## config.mk

```make
export PLATFORM = sky130hd
export DESIGN_NAME = mux_4x1_arbiter
export DESIGN_NICKNAME = d
export VERILOG_FILES = /design/src/rtl/mux_4x1_arbiter.sv
export SDC_FILE = /design/constraint.sdc
export NUM_CORES = 1
export LEC_CHECK = 0
export BUFFER_PORTS_ARGS = -buffer_cell sky130_fd_sc_hd__buf_2
export CAP_MARGIN = 0
export CORE_AREA = 2 2 39 41
export DETAILED_ROUTE_END_ITERATION = 10
export DIE_AREA = 0 0 41 43
export GPL_ROUTABILITY_DRIVEN = 0
export HOLD_SLACK_MARGIN = 0.08
export MAX_ROUTING_LAYER = met4
export SLEW_MARGIN = 20
export SYNTH_ARGS = -nofsm -noshare
export SYNTH_HDL_FRONTEND = slang
export SYNTH_SLANG_ARGS = --single-unit
```

## constraint.sdc

```tcl
create_clock -name clk -period 1.8 [get_ports clk]
set_input_delay 0.54 -clock clk [delete_from_list [all_inputs] [get_ports clk]]
set_output_delay 0.54 -clock clk [all_outputs]
set_load 0.02 [all_outputs]
```

## src/rtl/mux_4x1_arbiter.sv

```systemverilog
// mux_4x1_arbiter: round-robin 4-requester arbiter driving a gated 4:1 mux select; optional forced release under `ARB_TIMEOUT_EN.
module mux_4x1_arbiter #(
  parameter int HOLD_MAX = 15
) (
  input  logic       clk,
  input  logic       rst,
  input  logic [3:0] req,
  input  logic       done,
  output logic [3:0] gnt,
  output logic       sel_a,
  output logic       sel_b,
  output logic       mux_off,
  output logic       timeout
);
  typedef enum logic {IDLE, GRANT} state_t;
  state_t state, state_n;
  logic [1:0] ptr, ptr_n, idx, win, cand, sel_n;
  logic [3:0] gnt_n;
  logic       mux_off_n, rel, to_hit;
  if (HOLD_MAX < 1 || HOLD_MAX > 255) begin : g_bad_hold
    $error("HOLD_MAX out of range 1..255");
  end
  assign idx = {sel_a, sel_b};
  // Descending scan so the requester closest to ptr wins.
  always_comb begin
    win = ptr;
    cand = ptr;
    for (int i = 3; i >= 0; i--) begin
      cand = ptr + 2'(i);
      if (req[cand]) win = cand;
    end
  end
`ifdef ARB_TIMEOUT_EN
  logic [7:0] cnt;
  assign to_hit = (state == GRANT) && (cnt == 8'(HOLD_MAX - 1));
  always_ff @(posedge clk) begin
    cnt     <= (rst || state == IDLE) ? 8'd0 : cnt + 8'd1;
    timeout <= rst ? 1'b0 : to_hit & ~done & req[idx];
  end
`else
  assign to_hit  = 1'b0;
  assign timeout = 1'b0;
`endif
  assign rel = done | ~req[idx] | to_hit;
  always_comb begin
    state_n   = state;
    gnt_n     = gnt;
    sel_n     = idx;
    mux_off_n = mux_off;
    ptr_n     = ptr;
    if (state == IDLE) begin
      state_n   = |req ? GRANT : IDLE;
      gnt_n     = |req ? 4'b0001 << win : 4'b0000;
      sel_n     = |req ? win : idx;
      mux_off_n = ~|req;
    end else if (rel) begin
      state_n   = IDLE;
      gnt_n     = 4'b0000;
      mux_off_n = 1'b1;
      ptr_n     = idx + 2'd1;
    end
  end
  always_ff @(posedge clk) begin
    if (rst) begin
      state   <= IDLE;
      gnt     <= 4'b0000;
      sel_a   <= 1'b0;
      sel_b   <= 1'b0;
      mux_off <= 1'b1;
      ptr     <= 2'd0;
    end else begin
      state   <= state_n;
      gnt     <= gnt_n;
      {sel_a, sel_b} <= sel_n;
      mux_off <= mux_off_n;
      ptr     <= ptr_n;
    end
  end
endmodule

```

Word level (Yosys, flattened, before mapping)
Cells that the tools add are included.
- add/sub/neg operators: 4
- multipliers: 0
- div/mod/pow operators: 0
- magnitude comparators: 5
- eq/ne operators: 1
- shift-type cells: 1
- muxes and demuxes: 22
- bitwise gates (word level): 3
- reductions and logical operators: 4
- operator list (kind ; number):
    2-bit by 3-bit < comparator with 1-bit output, second input constant ; 5
    4-bit 2-to-1 mux ; 3
    1-bit binary-select mux with 2-bit select ; 5
    1-bit 2-to-1 mux ; 10
    2-bit 2-to-1 mux ; 4
    2-bit by 1-bit adder with 2-bit output, second input constant ; 2
    2-bit adder, second input constant ; 2
    2-bit AND reduction ; 2
    4-bit OR reduction ; 1
    1-bit by 2-bit << shifter with 4-bit output, first input constant ; 1
    2-bit by 1-bit != test with 1-bit output, second input constant ; 1
    1-bit inverter ; 2
    1-bit zero test ; 1
    1-bit bitwise OR ; 1
- bits in registers: 10
- bits in latches: 0
- bits in writable memories: 0
- memory bits (read-only): 0
- input port bits: 7
- output and inout bits: 8
- word-level logic and storage cells: 46
- memories: 0

Longest topological paths before layout
Gate-level depths: netlist of run 1.
- depth after elaboration: 10
- gate-level depth with buffers: 4

Worst setup path before layout of run 1
No wires, ideal clock.
- path type: register to register
- start: register sel_a
- end: register gnt[1]
- setup time: 0.117 ns
- data arrival time: 1.552 ns
- setup slack: 0.131 ns
- stages on the path, launching flop included: 4
- buffers on the path: 0
- clock period less this slack: 1.669 ns
- cell sequence: dfxtp_1 -> mux4_2 -> and4_2 -> a32o_1
- cells in the longest elaborated chain, start to end: 5
- RTL lines (element ; line ; text):
    start: declaration ; 10 ; output logic sel_a,
    start signal: assignment ; 74 ; {sel_a, sel_b} <= sel_n;
    1-bit binary-select mux with 2-bit select ; 44 ; assign rel = done | ~req[idx] | to_hit;
    1-bit 2-to-1 mux (implied by the code) ; 44 ;
    1-bit inverter ; 44 ;
    1-bit bitwise OR ; 44 ;
    2-bit by 1-bit != test with 1-bit output (no source line) ; -- ;
    end signal: assignment ; 73 ; gnt <= gnt_n;
    end: declaration ; 9 ; output logic [3:0] gnt,
No other way between the ends. The select of a mux whose other input is x is not followed.
A chain may end at the register's enable or synchronous reset.

Worst setup path in the final report of run 1
- start: input port req[3]
- end: register gnt[1]
- cells in the longest elaborated chain, start to end: 9
- elaborated cells on any way between the ends: 21
- those cells by class: eq/ne (1); shift (1); mux (16); bitwise (2); reduce/logical (1)
- RTL lines (element ; line ; text):
    start: declaration ; 7 ; input logic [3:0] req,
    1-bit binary-select mux with 2-bit select ; 30 ; if (req[cand]) win = cand;
    1-bit 2-to-1 mux (implied by the code) ; 30 ;
    2-bit 2-to-1 mux (4 in a row) ; 30 ;
    1-bit by 2-bit << shifter with 4-bit output ; 53 ; gnt_n = |req ? 4'b0001 << win : 4'b0000;
    4-bit 2-to-1 mux ; 53 ;
    4-bit 2-to-1 mux ; 51 ; if (state == IDLE) begin
Several ways; a longest one is shown, not always the timed one. The select of a mux whose other input is x is not followed.

==> results of run 1 <==
==> state kept, by name (all words and copies together) (netlist names) <==
register and count:
gnt 4, ptr 2, mux_off 1, sel_a 1
sel_b 1, state 1
==> how the worst max path moves through the flow <==
stage | from | endpoint | slack, ns | cells past startpoint
after floorplan | sel_a$_SDFFE_PP0P_ | gnt[1]$_SDFFE_PP0P_ | 0.13 | 3
after global placement | req[3] | gnt[1]$_SDFFE_PP0P_ | 0.03 | 4
after detailed placement | req[3] | gnt[1]$_SDFFE_PP0P_ | 0.009 | 4
after CTS | req[3] | gnt[1]$_SDFFE_PP0P_ | 0.29 | 4
after global routing | sel_a$_SDFFE_PP0P_ | ptr[0]$_SDFFE_PP0P_ | 0.23 | 4
final | req[3] | gnt[1]$_SDFFE_PP0P_ | 0.29 | 4
==> worst max-delay path, delay by kind of cell <==
kind / cells / cell delay, ns
multiplexers: 1 / 0.51
AND/OR/NAND/NOR: 1 / 0.30
AO/OA/AOI/OAI: 1 / 0.20
buffers and inverters: 1 / 0.12
==> Yosys cell counts, types with 2 or more instances <==
library cell               number  area share
sky130_fd_sc_hd__a211oi_1       2       0.028
sky130_fd_sc_hd__a21oi_1        4       0.037
sky130_fd_sc_hd__a32o_1         2       0.037
sky130_fd_sc_hd__dfxtp_1       10        0.37
sky130_fd_sc_hd__inv_1          3       0.021
sky130_fd_sc_hd__nand2_1        4       0.028
sky130_fd_sc_hd__nand2b_1       4       0.046
sky130_fd_sc_hd__nor2_1         6       0.041
sky130_fd_sc_hd__o21ai_0        3       0.028
sky130_fd_sc_hd__o21bai_1       2       0.028
sky130_fd_sc_hd__or2_2          2       0.023
==> area by class of cell <==
cell class,count,area (um2)
clock buffer,3,22.5
fill,153,696
inverter,3,11.3
multi-input combinational,48,324
sequential,10,200
tap,16,20.0
timing repair buffer,19,110
==> report_power, final <==
part	total [W]	internal (W)	switching, W
Clock	0.000151	0.0000772	0.0000741
Sequential	0.000260	0.000242	0.0000186
Combinational	0.000151	0.0000703	0.0000803
==> metal layers <==
layer	share of wire	GRT usage	vias to the layer above
li1	-	-	273
met1	0.45	0.200	250
met2	0.48	0.213	12
met3	0.050	0.0471	4
met4	0.018	0.0800	0
met5	0	-	-
==> logic make-up after synthesis <==
family                    count (synthesis)
other                                     1
xor gates and xnor gates                  1
AOI/OAI and AO/OA                        22
and+or+nand+nor                          22
muxes                                     2
DFF                                      10
buffers and inverters                     4
==> through the flow <==
step	total power (W)	area [um2]
finish	0.000562	688
global route	0.000594	688
CTS	0.000568	688
detailed placement	0.000417	666
global placement	0.000416	666
floorplan	0.000361	543
==> placed cells by master, fill, tap and decap left out, types with 3 or more instances in the layout <==
cell / netlist / final
sky130_fd_sc_hd__nor2_1: 6 / 6
sky130_fd_sc_hd__nand2b_1: 4 / 4
sky130_fd_sc_hd__buf_2: 0 / 13
sky130_fd_sc_hd__dfxtp_1: 10 / 10
sky130_fd_sc_hd__clkbuf_4: 0 / 3
sky130_fd_sc_hd__nand2_1: 4 / 4
sky130_fd_sc_hd__inv_1: 3 / 3
sky130_fd_sc_hd__buf_4: 1 / 6
sky130_fd_sc_hd__a21oi_1: 4 / 4
sky130_fd_sc_hd__o21ai_0: 3 / 3
==> run summary, run 1 <==
Yosys mapped the design onto 31 distinct sky130hd cell types. At the worst endpoint, the required time is 1.96 ns. On the final layout, the worst hold slack is 0.444 ns.

The number of synthesized flops with an enable pin was 0; the compound-gate portion of the synthesized area was 0.302. The area of the mapped netlist was 543 um2; the count of nets after finishing was 92. The tools report the number of pins with negative max-slew slack in the final report as 0. Post-CTS repair changed the size of 0 cells. The via count of the routed design came out at 539. The fraction of the core area covered by cells at the end of the flow is 0.497. In this design, the stage delay of the slowest critical-path cell is 0.51 ns.

TritonCTS created 3 clock buffers. The dominant register cell in the synthesized netlist was sky130_fd_sc_hd__dfxtp_1. The detailed-route wire length was 1.19 mm. The adder and majority gate portion of the synthesized area was 0. The total number of clock tree sinks was 10; the pre-CTS setup slack was 0.00892 ns. The fraction of final layout cells with drive strength greater than 1 was 0.337. Along the worst hold path, the cell count comes to 2. The global-route wire length before repair was 1.80 mm; the post-route fraction of the period consumed by the critical path was 0.839. The tools report the H-tree depth reported by CTS as 1.

Synthesis produced 62 cells. Setup slack on the critical path of the routed design comes to 0.289 ns. For this design the static power due to leakage is 0.311 nW.

The maximum fanout along the worst path was 5; the number of antenna cells inserted was 0. The final number of hold-violating endpoints was 0; the post-DP HPWL was 964 um. Post-synthesis share of cell area spent on xor and xnor gates: 0.0161. Endpoint of the worst register-to-register path: gnt[1]$_SDFFE_PP0P_. The clock root buffer was sky130_fd_sc_hd__clkbuf_4. After the first detailed-routing iteration, the DRC count stood at 6. The run gives 0.30 ns as the worst-case register-to-register setup slack. In this run the most critical hold path is launched from mux_off$_SDFFE_PP1P_. The endpoint arrival time on the critical path is 1.67 ns. In this run the standard cell core region covers 1380 um2. TritonCTS built the clock tree.

The die covers 1760 um2. After global routing the overflow that remains totals 0. STA classifies the critical path endpoint as a flip-flop. The origin of the critical flop-to-flop path is sel_a$_SDFFE_PP0P_. After floorplanning, the core was divided into 14 placement rows. The clock transition time at the flip-flop clock pins of the worst setup and hold paths was 0.06 ns; the total nets after synthesis was 69.

The later pin in the worst-skew pair is clocked with a latency of 0.26 ns. The library cell contributing the largest single delay on the critical path is sky130_fd_sc_hd__mux4_2. The sequential cell area fraction in the yosys report was 0.369; the initial core utilization was 0.392. After layout, the minimum clock period comes to 1.51 ns.

IR analysis of the VDD net gives a maximum drop of 0.346 mV. The path class of the tightest hold or removal check is reg2reg. The synthesis-to-finish area growth is 26.7%, and the number of buffers inserted by hold repair at cts is 0. The cell area power density is 817 nW/um2. A synthesized cell averages 8.76 um2.

The post-synthesis simple-gate area fraction is 0.210, and the largest net degree at the start of global routing is 8. The worst setup path is of the in2reg kind. The run gives 0.662 GHz as the highest achievable clock rate. Element type at the critical path start: an input pin. The signal on the critical path passes through buf_2 > mux4_2 > and4_2 > a32o_1. The mux share of post-synthesis cell area was 0.0622; the die outline height was 43 um. No sink is reached through more buffers than the 2 on the longest clock path. The count of buffers added on input and output ports is 13. The run finished with clean final reports. The logs give 0 for the initial antenna violation count and 0 for the number of nets with antenna violations after detailed routing. Yosys printed 0 warnings.

Dividing the detail-routed via count by the number of cells gives 5.44. Combinational family with the most area after synthesis: compound AO/OA/AOI/OAI gates. The setup fix buffers added after clock tree synthesis is 0.

The width of the chip came out at 41 um. The total negative slack was 0 ns. The total global-route track usage was 0.155; the flip-flop and latch count after synthesis was 10. After detailed routing, the average wire length per cell comes to 12.0 um. After detailed placement, the design holds a cell count of 96. The DRC violations left was 0; the fraction of registers with async set or reset after synthesis was 0. Setup violations remaining at the end of the flow were counted as 0.

End point of the most critical hold path: mux_off$_SDFFE_PP1P_. Setup repair after global routing left no endpoint under its margin. The first-pass iteration count of the detailed router is 4, and the reported max-cap violation count is 0. Measured in cells, the most critical reg-to-reg path has a length of 3.

The I/O pin count is 15. The via count of the first global-routing pass is 436. The count of placed standard cells in the final layout, fillers left out is 99.

Setup skew after layout: 0.000864 ns.
No activity file was read; power rests on OpenSTA's default activity.
==> inputs of run 2 (changes only) <==
==> constraint.sdc (replaced) <==
create_clock -name clk -period 1.4 [get_ports clk]
set_input_delay 0.42 -clock clk [delete_from_list [all_inputs] [get_ports clk]]
set_output_delay 0.42 -clock clk [all_outputs]
set_load 0.02 [all_outputs]
==> run summary, run 2 (synthesis results as in run 1) <==
The flow ran to the end, but the final reports show violations. The checks that failed: negative setup slack. The via count of the routed design is 572 (+6.1%). The endpoint identified for the worst register-to-register timing path is gnt[1]$_SDFFE_PP0P_. The required time of the worst setup path came out at 1.56 ns (-0.40 ns).

The number of cells on the worst hold path is 2 (unchanged), and the static leakage is 0.345 nW (+11%). Leaving out fill and tap cells, the most frequent cell in the layout is sky130_fd_sc_hd__buf_2. The average wire length per cell after detail routing was 12.4 um (+3.3%). The number of endpoints failing setup at the final stage is 3 (+3), and the via count of the first global-routing pass is 522 (+20%). The hold slack came out at 0.384 ns (-0.0603 ns). The flip-flop count of the largest register, all copies and words added came out at 4 (unchanged). Subtracting the final worst setup slack from the clock period gives 1.43 ns.

The number of I/O port buffers works out to 13 (unchanged). The library cells used most frequently in the layout, excluding fill and tap cells, are sky130_fd_sc_hd__buf_2, sky130_fd_sc_hd__buf_4, sky130_fd_sc_hd__dfxtp_1, sky130_fd_sc_hd__nor2_1. The final number of hold-violating endpoints came out at 0 (unchanged). The largest registers in the layout are gnt: 4 flops, ptr: 2 flops.

The via density per instance works out to 5.45 (about the same). Based on the critical path, the design can be clocked at up to 0.701 GHz. The tools report the launch point of the worst path as sel_a$_SDFFE_PP0P_. The largest net degree at the start of global routing was 9 (+1).

Register with the highest flop count: gnt. The logs give 6 (unchanged) for the count of routing violations after the opening detailed-route iteration and 1.59 ns (-0.08 ns) for the endpoint arrival time on the critical path. The setup skew after layout came out at 0.00256 ns (+0.00169 ns).

The first-pass iteration count of the detailed router came out at 4 (unchanged). The die outline height came out at 43 um (unchanged). The area growth from synthesis to layout is 37.1%. The logs give -0.228 ns (-0.237 ns) for the pre-CTS setup slack and 0 (unchanged) for the number of nets with antenna violations after detailed routing. The total non-filler cell area in the finished layout is 744 um2 (+8.2%), and the row count is 14 (unchanged).

The width of the chip is 41 um (unchanged). Setup repair after global routing could not meet its margin everywhere. The worst hold path begins at rst.

The startpoint identified for the worst register-to-register timing path is sel_a$_SDFFE_PP0P_. For the DRC violations left, the log shows 0 (unchanged). The post-route fraction of the period consumed by the critical path is 1.02.

The logs give 0 (unchanged) for the number of pins with negative max-slew slack in the final report and -0.0263 ns (-0.315 ns) for the setup slack after layout. The clock root buffer was sky130_fd_sc_hd__clkbuf_4. For the number of antenna cells inserted, the log shows 0 (unchanged). The total core area came out at 1380 um2 (unchanged). The initial core utilization came out at 0.392 (unchanged). TritonCTS built the clock tree.

The detailed-route wire length is 1.30 mm (+9.6%), and the global-route wire length before repair is 2.14 mm (+19%). The H-tree depth reported by CTS was 1 (unchanged); the maximum fanout along the worst path was 5 (unchanged). The element type at the critical path start is a flip-flop.

In this run the worst hold path is classified as in2reg. Fraction of final layout cells with drive strength greater than 1: 0.393 (+0.0559). The run gives 2 (unchanged) as the maximum clock insertion buffer count. For the number of buffers created by CTS, the log shows 3 (unchanged).

The worst setup path is captured at a flip-flop. The cell area after placement came out at 701 um2 (+5.3%). The tools report the end point of the most critical hold path as sel_a$_SDFFE_PP0P_.

The run gives -0.03 ns (-0.33 ns) as the worst-case register-to-register setup slack. The run gives 0.000820 W (+46%) as the total power draw. Number of cells on the worst reg-to-reg path: 3 (unchanged).

The logs give 0 (unchanged) for the overall overflow remaining after global route and 1.05 mm (+9.2%) for the post-DP HPWL. The initial antenna violation count is 0 (unchanged). The clock latency at the later pin of the worst-skew pair came out at 0.26 ns (about the same). For the total global-route track usage, the log shows 0.183 (+0.0273). The critical path start-end classification is reg2reg.

The tools report the die area as 1760 um2 (unchanged). The reported max-cap violation count was 0 (unchanged). The tools report the count of nets after finishing as 97 (+5.4%). Cell area power density: 1100 nW/um2 (+35%).

The I/O pin count is 15 (unchanged), and the total number of clock tree sinks is 10 (unchanged). The clock transition time at the flip-flop clock pins of the worst setup and hold paths is 0.07 ns (about the same). For the total negative slack, the log shows -0.0513 ns (-0.0513 ns). The logs give 0 (unchanged) for the number of buffers inserted by hold repair at cts and 0.565 mV (+64%) for the worst supply voltage drop on vdd.
run 2: cell types whose count changed in the layout (fill, tap and decap cells not counted):
cell | previous run | this run
sky130_fd_sc_hd__o311ai_0 | 1 | 0
sky130_fd_sc_hd__dfxtp_4 | 0 | 1
sky130_fd_sc_hd__clkbuf_8 | 0 | 1
sky130_fd_sc_hd__o311ai_1 | 0 | 1
sky130_fd_sc_hd__buf_4 | 6 | 11
sky130_fd_sc_hd__and4_4 | 0 | 1
sky130_fd_sc_hd__o21ai_0 | 3 | 2
sky130_fd_sc_hd__and4_2 | 1 | 0
sky130_fd_sc_hd__o21ai_1 | 0 | 1
sky130_fd_sc_hd__dfxtp_1 | 10 | 9
run 2: metal layers:
| metal | wire length [um] | vias up | GRT usage |
|---|---|---|---|
| li1 | - | 283 | - |
| met1 | 603 | 269 | 0.234 |
| met2 | 623 | 16 | 0.272 |
| met3 | 59 | 4 | 0.0314 |
| met4 | 18 | 0 | 0.0800 |
| met5 | 0 | - | - |
run 2: worst max-delay path by stage:
stage | endpoint | slack [ns] | depth (start not counted)
floorplan | gnt[1]$_SDFFE_PP0P_ | -0.04 | 3
global placement | gnt[2]$_SDFFE_PP0P_ | -0.26 | 6
detailed placement | gnt[2]$_SDFFE_PP0P_ | -0.23 | 6
CTS | gnt[3]$_SDFFE_PP0P_ | -0.02 | 3
global route | gnt[3]$_SDFFE_PP0P_ | -0.07 | 3
finish | gnt[1]$_SDFFE_PP0P_ | -0.03 | 3
run 2: cell type report:
| type | instances | area [um2] |
|---|---|---|
| clock buffers | 4 | 36.3 |
| repair buffers | 24 | 148 |
| flip-flops and latches | 10 | 204 |
| fillers | 143 | 639 |
| multi-input cells | 48 | 325 |
| well taps | 16 | 20.0 |
| inverters | 3 | 11.3 |
run 2: critical path, cell delays in order, from the launching register on:
cell and delay [ns]:
sky130_fd_sc_hd__dfxtp_4 0.35, sky130_fd_sc_hd__mux4_2 0.53, sky130_fd_sc_hd__and4_4 0.23, sky130_fd_sc_hd__a32o_1 0.20
run 2: power breakdown:
part,total [W],switching [W],internal (W)
logic,0.000223,0.000116,0.000107
clock network,0.000266,0.000108,0.000158
registers,0.000331,0.0000201,0.000311
run 2: per-stage QoR:
step / instances / utilization
finish: 105 / 0.538
global route: 105 / 0.538
CTS: 105 / 0.538
detailed placement: 100 / 0.506
global placement: 100 / 0.506
floorplan: 62 / -
run 2: what timing repair did:
action	CTS	global route
gates cloned	0	0
buffers inserted	1	0
setup endpoints to repair	4	6
resized for setup	0	2
pin swaps	0	1
